`config.mk`:
```
export PLATFORM = sky130hd
export DESIGN_NAME = ltc_adc_emulator_flat
export DESIGN_NICKNAME = d
export VERILOG_FILES = /design/src/rtl/ltc_adc_if.sv /design/src/rtl/ltc_adc_emulator.sv /design/src/flat_wrapper.sv
export SDC_FILE = /design/constraint.sdc
export NUM_CORES = 1
export LEC_CHECK = 0
export ABC_AREA = 1
export CORE_MARGIN = 5
export CORE_UTILIZATION = 55
export DETAILED_ROUTE_END_ITERATION = 10
export PLACE_DENSITY = 0.89
export SLEW_MARGIN = 10
export SYNTH_ARGS = -nofsm -noshare
export SYNTH_HDL_FRONTEND = slang
export SYNTH_SLANG_ARGS = --single-unit
```
`constraint.sdc`:
```
create_clock -name clk -period 2.69 [get_ports clk]
set_clock_uncertainty 0.2 [all_clocks]
set_input_delay 0.6725 -clock clk [delete_from_list [all_inputs] [get_ports clk]]
set_output_delay 0.6725 -clock clk [all_outputs]
set_load 0.02 [all_outputs]
```
`src/rtl/ltc_adc_if.sv`:
```
// Bus between the LTC ADC emulator and whatever drives it: run/pattern controls
// in one direction, serial lanes, clocks and status in the other.
`timescale 1ns/1ps
interface ltc_adc_if #(
  parameter int N_CH     = 2,
  parameter int LANES    = 2,
  parameter int SAMPLE_W = 16
);
  logic                       enable;
  logic [1:0]                 mode;
  logic [15:0]                pattern;
  logic [N_CH*LANES-1:0]      lane_o;
  logic                       dco_o;
  logic                       fr_o;
  logic                       frame_start_o;
  logic [N_CH*SAMPLE_W-1:0]   sample_o;
  logic [31:0]                frame_cnt_o;
  logic                       busy_o;

  // master is the controlling side (receiver test harness), slave is the emulator
  modport master (
    output enable, mode, pattern,
    input  lane_o, dco_o, fr_o, frame_start_o, sample_o, frame_cnt_o, busy_o
  );

  modport slave (
    input  enable, mode, pattern,
    output lane_o, dco_o, fr_o, frame_start_o, sample_o, frame_cnt_o, busy_o
  );
endinterface

```
`src/rtl/ltc_adc_emulator.sv`:
```
// Multi-channel LTC-style serial ADC emulator: frame clock, bit clock and MSB-first
// data lanes interleaved across LANES, with fixed/ramp/alternating/PRBS words.
`timescale 1ns/1ps
module ltc_adc_emulator #(
  parameter int          N_CH      = 2,
  parameter int          LANES     = 2,
  parameter int          SAMPLE_W  = 16,
  parameter bit          DCO_INV   = 1'b0,
  parameter logic [15:0] LFSR_SEED = 16'hACE1
) (
  input  logic     clk,
  input  logic     rst_n,
  ltc_adc_if.slave bus
);

  localparam int BPF    = SAMPLE_W / LANES;
  localparam int SLOT_W = (BPF > 1) ? $clog2(BPF) : 1;

  typedef enum logic {IDLE, RUN} state_t;

  state_t                   state, state_next;
  logic [SLOT_W-1:0]        slot;
  logic                     load;
  logic                     last_slot;
  logic                     dco;
  logic                     fr;
  logic                     frame_start;
  logic [31:0]              frame_cnt;
  logic [SAMPLE_W-1:0]      ramp;
  logic [N_CH*SAMPLE_W-1:0] sample;
  logic [15:0]              lfsr      [N_CH];
  logic [15:0]              lfsr_next [N_CH];
  logic [SAMPLE_W-1:0]      word_next [N_CH];
  logic [SAMPLE_W-1:0]      shifted   [N_CH];

  function automatic logic [15:0] seed_of(input int c);
    logic [15:0] s;
    s = LFSR_SEED ^ 16'(c);
    if (s == 16'h0000) s = 16'h0001;
    return s;
  endfunction

  // Fibonacci form of x^16+x^14+x^13+x^11+1, shifting right
  function automatic logic [15:0] lfsr_step(input logic [15:0] v);
    logic fb;
    fb = v[0] ^ v[2] ^ v[3] ^ v[5];
    return {fb, v[15:1]};
  endfunction

  assign last_slot = (slot == SLOT_W'(BPF - 1));

  always_ff @(posedge clk or negedge rst_n) begin
    if (!rst_n) state <= IDLE;
    else        state <= state_next;
  end

  // A frame boundary (load) happens on leaving IDLE or on the last slot while still enabled
  always_comb begin
    state_next = state;
    load       = 1'b0;
    case (state)
      IDLE: begin
        if (bus.enable) begin
          state_next = RUN;
          load       = 1'b1;
        end
      end
      RUN: begin
        if (last_slot) begin
          if (bus.enable) load = 1'b1;
          else            state_next = IDLE;
        end
      end
      default: state_next = IDLE;
    endcase
  end

  always_comb begin
    for (int c = 0; c < N_CH; c++) begin
      word_next[c] = '0;
      lfsr_next[c] = lfsr_step(lfsr[c]);
      case (bus.mode)
        2'd0: word_next[c] = bus.pattern[SAMPLE_W-1:0];
        2'd1: word_next[c] = ramp + SAMPLE_W'(c);
        2'd2: word_next[c] = frame_cnt[0] ? ~bus.pattern[SAMPLE_W-1:0]
                                          :  bus.pattern[SAMPLE_W-1:0];
        default: word_next[c] = lfsr[c][SAMPLE_W-1:0];
      endcase
    end
  end

  always_ff @(posedge clk or negedge rst_n) begin
    if (!rst_n) begin
      slot        <= '0;
      dco         <= DCO_INV;
      fr          <= 1'b0;
      frame_start <= 1'b0;
      frame_cnt   <= 32'd0;
      ramp        <= '0;
      sample      <= '0;
      for (int c = 0; c < N_CH; c++) lfsr[c] <= seed_of(c);
    end else begin
      dco         <= ~dco;
      frame_start <= load;
      if (load) begin
        slot      <= '0;
        fr        <= ~fr;
        frame_cnt <= frame_cnt + 32'd1;
        for (int c = 0; c < N_CH; c++) sample[c*SAMPLE_W +: SAMPLE_W] <= word_next[c];
        if (bus.mode == 2'd1) ramp <= ramp + 1'b1;
        if (bus.mode == 2'd3) begin
          for (int c = 0; c < N_CH; c++) lfsr[c] <= lfsr_next[c];
        end
      end else if (state == RUN) begin
        slot <= last_slot ? '0 : slot + 1'b1;
      end
    end
  end

  // Shifting the word left by slot*LANES puts the current slot's bits at the top
  always_comb begin
    for (int c = 0; c < N_CH; c++) begin
      shifted[c] = sample[c*SAMPLE_W +: SAMPLE_W] << (32'(slot) * LANES);
    end
  end

  for (genvar c = 0; c < N_CH; c++) begin : g_ch
    for (genvar k = 0; k < LANES; k++) begin : g_lane
      assign bus.lane_o[c*LANES+k] = (state == RUN) & shifted[c][SAMPLE_W-1-k];
    end
  end

  assign bus.dco_o         = dco;
  assign bus.fr_o          = fr;
  assign bus.frame_start_o = frame_start;
  assign bus.sample_o      = sample;
  assign bus.frame_cnt_o   = frame_cnt;
  assign bus.busy_o        = (state == RUN);

endmodule

```
`src/flat_wrapper.sv`:
```
// flat-port wrapper written by rule: the top's interface ports become plain ports
module ltc_adc_emulator_flat 
#(
  parameter int          N_CH      = 2,
  parameter int          LANES     = 2,
  parameter int          SAMPLE_W  = 16,
  parameter bit          DCO_INV   = 1'b0,
  parameter logic [15:0] LFSR_SEED = 16'hACE1
)
  (clk, rst_n, bus_enable, bus_mode, bus_pattern, bus_lane_o, bus_dco_o, bus_fr_o, bus_frame_start_o, bus_sample_o, bus_frame_cnt_o, bus_busy_o);
  ltc_adc_if #(.N_CH(N_CH), .LANES(LANES), .SAMPLE_W(SAMPLE_W)) bus_i ();
  input  logic clk;
  input  logic rst_n;
  input wire logic [$bits(bus_i.enable)-1:0] bus_enable;
  input wire logic [$bits(bus_i.mode)-1:0] bus_mode;
  input wire logic [$bits(bus_i.pattern)-1:0] bus_pattern;
  output wire logic [$bits(bus_i.lane_o)-1:0] bus_lane_o;
  output wire logic [$bits(bus_i.dco_o)-1:0] bus_dco_o;
  output wire logic [$bits(bus_i.fr_o)-1:0] bus_fr_o;
  output wire logic [$bits(bus_i.frame_start_o)-1:0] bus_frame_start_o;
  output wire logic [$bits(bus_i.sample_o)-1:0] bus_sample_o;
  output wire logic [$bits(bus_i.frame_cnt_o)-1:0] bus_frame_cnt_o;
  output wire logic [$bits(bus_i.busy_o)-1:0] bus_busy_o;
  assign bus_i.enable = bus_enable;
  assign bus_i.mode = bus_mode;
  assign bus_i.pattern = bus_pattern;
  assign bus_lane_o = bus_i.lane_o;
  assign bus_dco_o = bus_i.dco_o;
  assign bus_fr_o = bus_i.fr_o;
  assign bus_frame_start_o = bus_i.frame_start_o;
  assign bus_sample_o = bus_i.sample_o;
  assign bus_frame_cnt_o = bus_i.frame_cnt_o;
  assign bus_busy_o = bus_i.busy_o;
  ltc_adc_emulator #(.N_CH(N_CH), .LANES(LANES), .SAMPLE_W(SAMPLE_W), .DCO_INV(DCO_INV), .LFSR_SEED(LFSR_SEED)) u_core (.clk(clk), .rst_n(rst_n), .bus(bus_i));
endmodule
```
Yosys cells after proc, flatten, opt, wreduce, memory -nomap -nowiden
Cells that the tools add are included.

Bits in registers: 119. Input bits: 21.

Equality and inequality tests: 4. Add/sub/neg operators: 3. Multiplexer cells: 11. Shift-type cells: 2. Bitwise operators: 14. Reductions and logical operators: 4.

Operators by type and width (count): case mux 16 bit (3 select lines) (2); adder 32 x 1 -> 32 bit (second input constant) (1); << shifter 16 x 4 -> 16 bit (2); adder 16 x 1 -> 16 bit (second input constant) (1); 2-to-1 mux 16 bit (1); inverter 16 bit (1); 2-to-1 mux 3 bit (3); XOR 1 bit (6); AND 1 bit (4); equality test 2 bit (second input constant) (2); case mux 1 bit (2 select lines) (2); AND reduction 2 bit (2); adder 3 x 1 -> 3 bit (second input constant) (1); equality test 3 bit (second input constant) (1); 2-to-1 mux 1 bit (3); inverter 1 bit (3); equality test 2 x 1 -> 1 bit (second input constant) (1); zero test 2 bit (1); nonzero test 2 bit (1).

Logic depth before layout (Yosys ltp)
Depth in word-level cells: 4. Depth in mapped cells: 11. Depth with buffers taken out: 11.

Least setup slack after synthesis
No wires, ideal clock.

Kind: reg-to-output. From: register u_core.slot[0]. To: output bus_lane_o[3]. Arrival: 1.427 ns. Data required time: 1.817 ns. Slack: 0.390 ns. Cell stages (with the launch flop): 8. Path through: dfrtp_1 -> buf_2 -> inv_1 -> buf_2 -> o21ai_0 -> nand3_1 -> nand2_1 -> a31oi_1.

Cells in the longest elaborated chain, start to end: 2.

RTL lines: from (decl) (line ltc_adc_emulator.sv:22) `logic [SLOT_W-1:0] slot;`; from (signal assigned) (line ltc_adc_emulator.sv:115) `slot <= last_slot ? '0 : slot + 1'b1;`; << shifter 16 x 4 -> 16 bit (line ltc_adc_emulator.sv:123) `shifted[c] = sample[c*SAMPLE_W +: SAMPLE_W] << (32'(slot) * LANES);`; AND 1 bit (line ltc_adc_emulator.sv:129) `assign bus.lane_o[c*LANES+k] = (state == RUN) & shifted[c][SAMPLE_W-1-k];`; to (decl) (line flat_wrapper.sv:17) `output wire logic [$bits(bus_i.lane_o)-1:0] bus_lane_o;`.

Every way passes these cells.

Final worst setup path
From: register u_core.slot[0]. To: output bus_lane_o[1].

Same word-level chain as after synthesis.

==> qor.yml <==
yosys:
  ys_warn_count: 0
  synth-async-reset-ratio_pct: 100
  synth_area_per_cell_sq_um: 7.64
  synthFlopType: "dfrtp_1"
  syn_inst: 827
  synth_area_sq_um: 6320
  syn_nets: 853
  synth.area.top_cells: "dfrtp_1 41%, nand2_1 17%, dfstp_2 6.2%"
  synth_top_area_share_pct: 41.2
  yosys.area.top_type: "dfrtp_1"
  post-synth-top-count-cell: "nand2_1"
  synthDistinctLibCells: 37
  ys_ff_latch: 119
  synthTopCellsByCount: "278 x nand2_1, 104 x dfrtp_1, 82 x nor2_1"
  synth-seq-area-share_pct: 47.4
  synth-edff-count: 0
setup_path:
  crit_path_start_kind: "register"
  end_kind: "output port"
  path_class: "reg -> out"
  critical_path_required_ns: 1.82
  cp.arrival_ns: 1.81
  cp_max_fo: 16
die:
  io_pins: 93
  die_w_um: 117
  core-area_sq_um: 11300
  die-area_sq_um: 13700
  num_rows: 39
  die_h_um: 117
  initial_core_util_pct: 55.8
power:
  power_mw: 8.13
  p_leak_nw: 3.85
  powerDensity_nw_per_um2: 1020
  ir_drop_mv: 0.821
final_layout:
  drive_above_1_share_pct: 11.7
  diodes: 0
  nFillCells: 862
  stdcell_count: 1089
  regArea_sq_um: 3000
  design_area_sq_um: 8010
  syn_to_final_growth_pct: 26.8
  final_nets: 959
  multi_input_area_sq_um: 2930
  utilization_pct: 70.7
routing:
  drt.antenna.violating_nets: 0
  drcViolationCount: 0
  first_pass_iters: 5
  drt_iter0_drc: 622
  vias: 5997
  wl_mm: 17.1
  wl_per_cell_um: 15.7
  viasPerCell: 5.51
timing:
  rsz0062_at_grt: "yes"
  slew_headroom_pct: 67.2
  fin_tns_setup_ns: 0
  finalSetupViolCount: 0
  fin_crit_ns: 2.68
  worst_pin_slew_ns: 0.493
  fin_ws_ns: 0.00920
  whs_ns: 0.0182
  finalHoldViolCount: 0
  min_period_over_period_pct: 99.7
  max_freq_mhz: 373
  drv_slew: 0
worst_hold_path:
  hold_class: "in -> async"
clocking:
  cts_buffers: 17
  cts_root_buffer: "clkbuf_16"
  cts.path.max_buffers: 2
  cts.clk_slew.worst_paths_ns: 0.05
  cts_tree: "done"
  htree_levels: 4
  insertion_delay_ns: 0.42
  clock-sinks: 119
global_routing:
  track_usage_pct: 27.1
  grt_max_degree: 36
  grt_pass1_wl_mm: 28.6
  grt.overflow.total: 0
  first_global_vias: 5855
  antenna_found_initial: 0
placed_design:
  portBuffers: 92
  pre_cts_slack_ns: 0.0532
  placed_cell_area_sq_um: 7450
  routabilityCongestion: 0.895
  hpwl_mm: 12.5
  dp_cells: 1054
run:
  drv_cap: 0
status:
  outcome: "completed"
power by group:
group	internal, mW	switching [mW]
Sequential	2.40	0.622
Combinational	1.27	1.80
Clock	1.20	0.843
Total	4.87	3.26
critical path, stage by stage (launching register included):
cell and delay, ns:
dfrtp_2 0.46, buf_8 0.18, o21ai_0 0.12, o22ai_1 0.16, nor2_1 0.06, nor2_1 0.12
clkdlybuf4s15_2 0.29
what timing repair did:
item	4_1_cts	5_1_grt
hold buffers	0	0
setup buffers	1	0
gates cloned	2	0
setup endpoints to repair	4	4
resized for setup	18	11
registers in the layout (all words and copies together) (netlist names):
register	count
u_core.bus.frame_cnt_o	32
u_core.bus.sample_o	32
u_core.lfsr	32
u_core.ramp	16
u_core.slot	3
u_core.bus.busy_o	1
u_core.bus.dco_o	1
u_core.bus.fr_o	1
u_core.bus.frame_start_o	1
area by class of cell:
type | instances | share of cell area [%]
clock buffer | 18 | 5.48
clock inverter | 14 | 1.28
inverter | 69 | 3.28
multi-input combinational | 613 | 36.6
sequential | 119 | 37.4
tap | 143 | 2.23
timing repair buffer | 111 | 13.5
timing repair inverter | 2 | 0.156
cell usage in the layout, fill, tap and decap left out, types with 2 or more instances in the layout:
cell type	n
clkinvlp_4	6
buf_2	2
ha_1	5
dfstp_2	15
nor2_4	2
nor3_4	2
nand2_2	5
nand4_1	9
clkdlybuf4s50_1	87
nand2_1	278
xor2_1	17
or2_2	12
buf_12	2
o21ai_0	57
a21oi_1	11
a22oi_1	2
o21bai_1	6
inv_6	2
nor2_1	82
clkinv_4	4
o21ai_1	7
o211ai_1	2
clkinv_2	4
dfrtp_1	103
nor2_2	5
clkbuf_16	17
or2_1	3
inv_1	62
xnor2_1	20
nand3_1	74
o22ai_1	6
buf_4	18
inv_2	6
final timing paths:
check                                  from                         to  slack [ns]  depth (start not counted)
max in group asynchronous             rst_n            u_core.lfsr[16]        1.62                          2
min in group clk           u_core.bus.dco_o           u_core.bus.dco_o        0.21                          1
hold reg to reg            u_core.bus.dco_o           u_core.bus.dco_o        0.21                          1
hold / removal                        rst_n  u_core.bus.frame_cnt_o[7]        0.02                          1
setup reg to reg             u_core.slot[0]    u_core.bus.sample_o[18]        0.25                         11
setup / recovery             u_core.slot[0]              bus_lane_o[1]       0.009                          6
logic make-up after synthesis:
logic type | count (synthesis) | share of synthesized area, %
simple gates | 477 | 32.2
flops | 119 | 47.4
buf+inv | 95 | 6.14
compound gates | 94 | 8.10
xor+xnor | 37 | 5.13
fa+ha+maj | 5 | 0.990
routing by layer:
layer,wire length [um],part of all wire (%),GRT usage [%],vias to the layer above
li1,-,-,-,2851
met1,6850,40,34.0,2803
met2,8170,48,44.3,287
met3,1320,7.7,5.55,56
met4,800,4.7,13.8,0
met5,0,0,0,-
No activity file was read; power rests on OpenSTA's default activity.
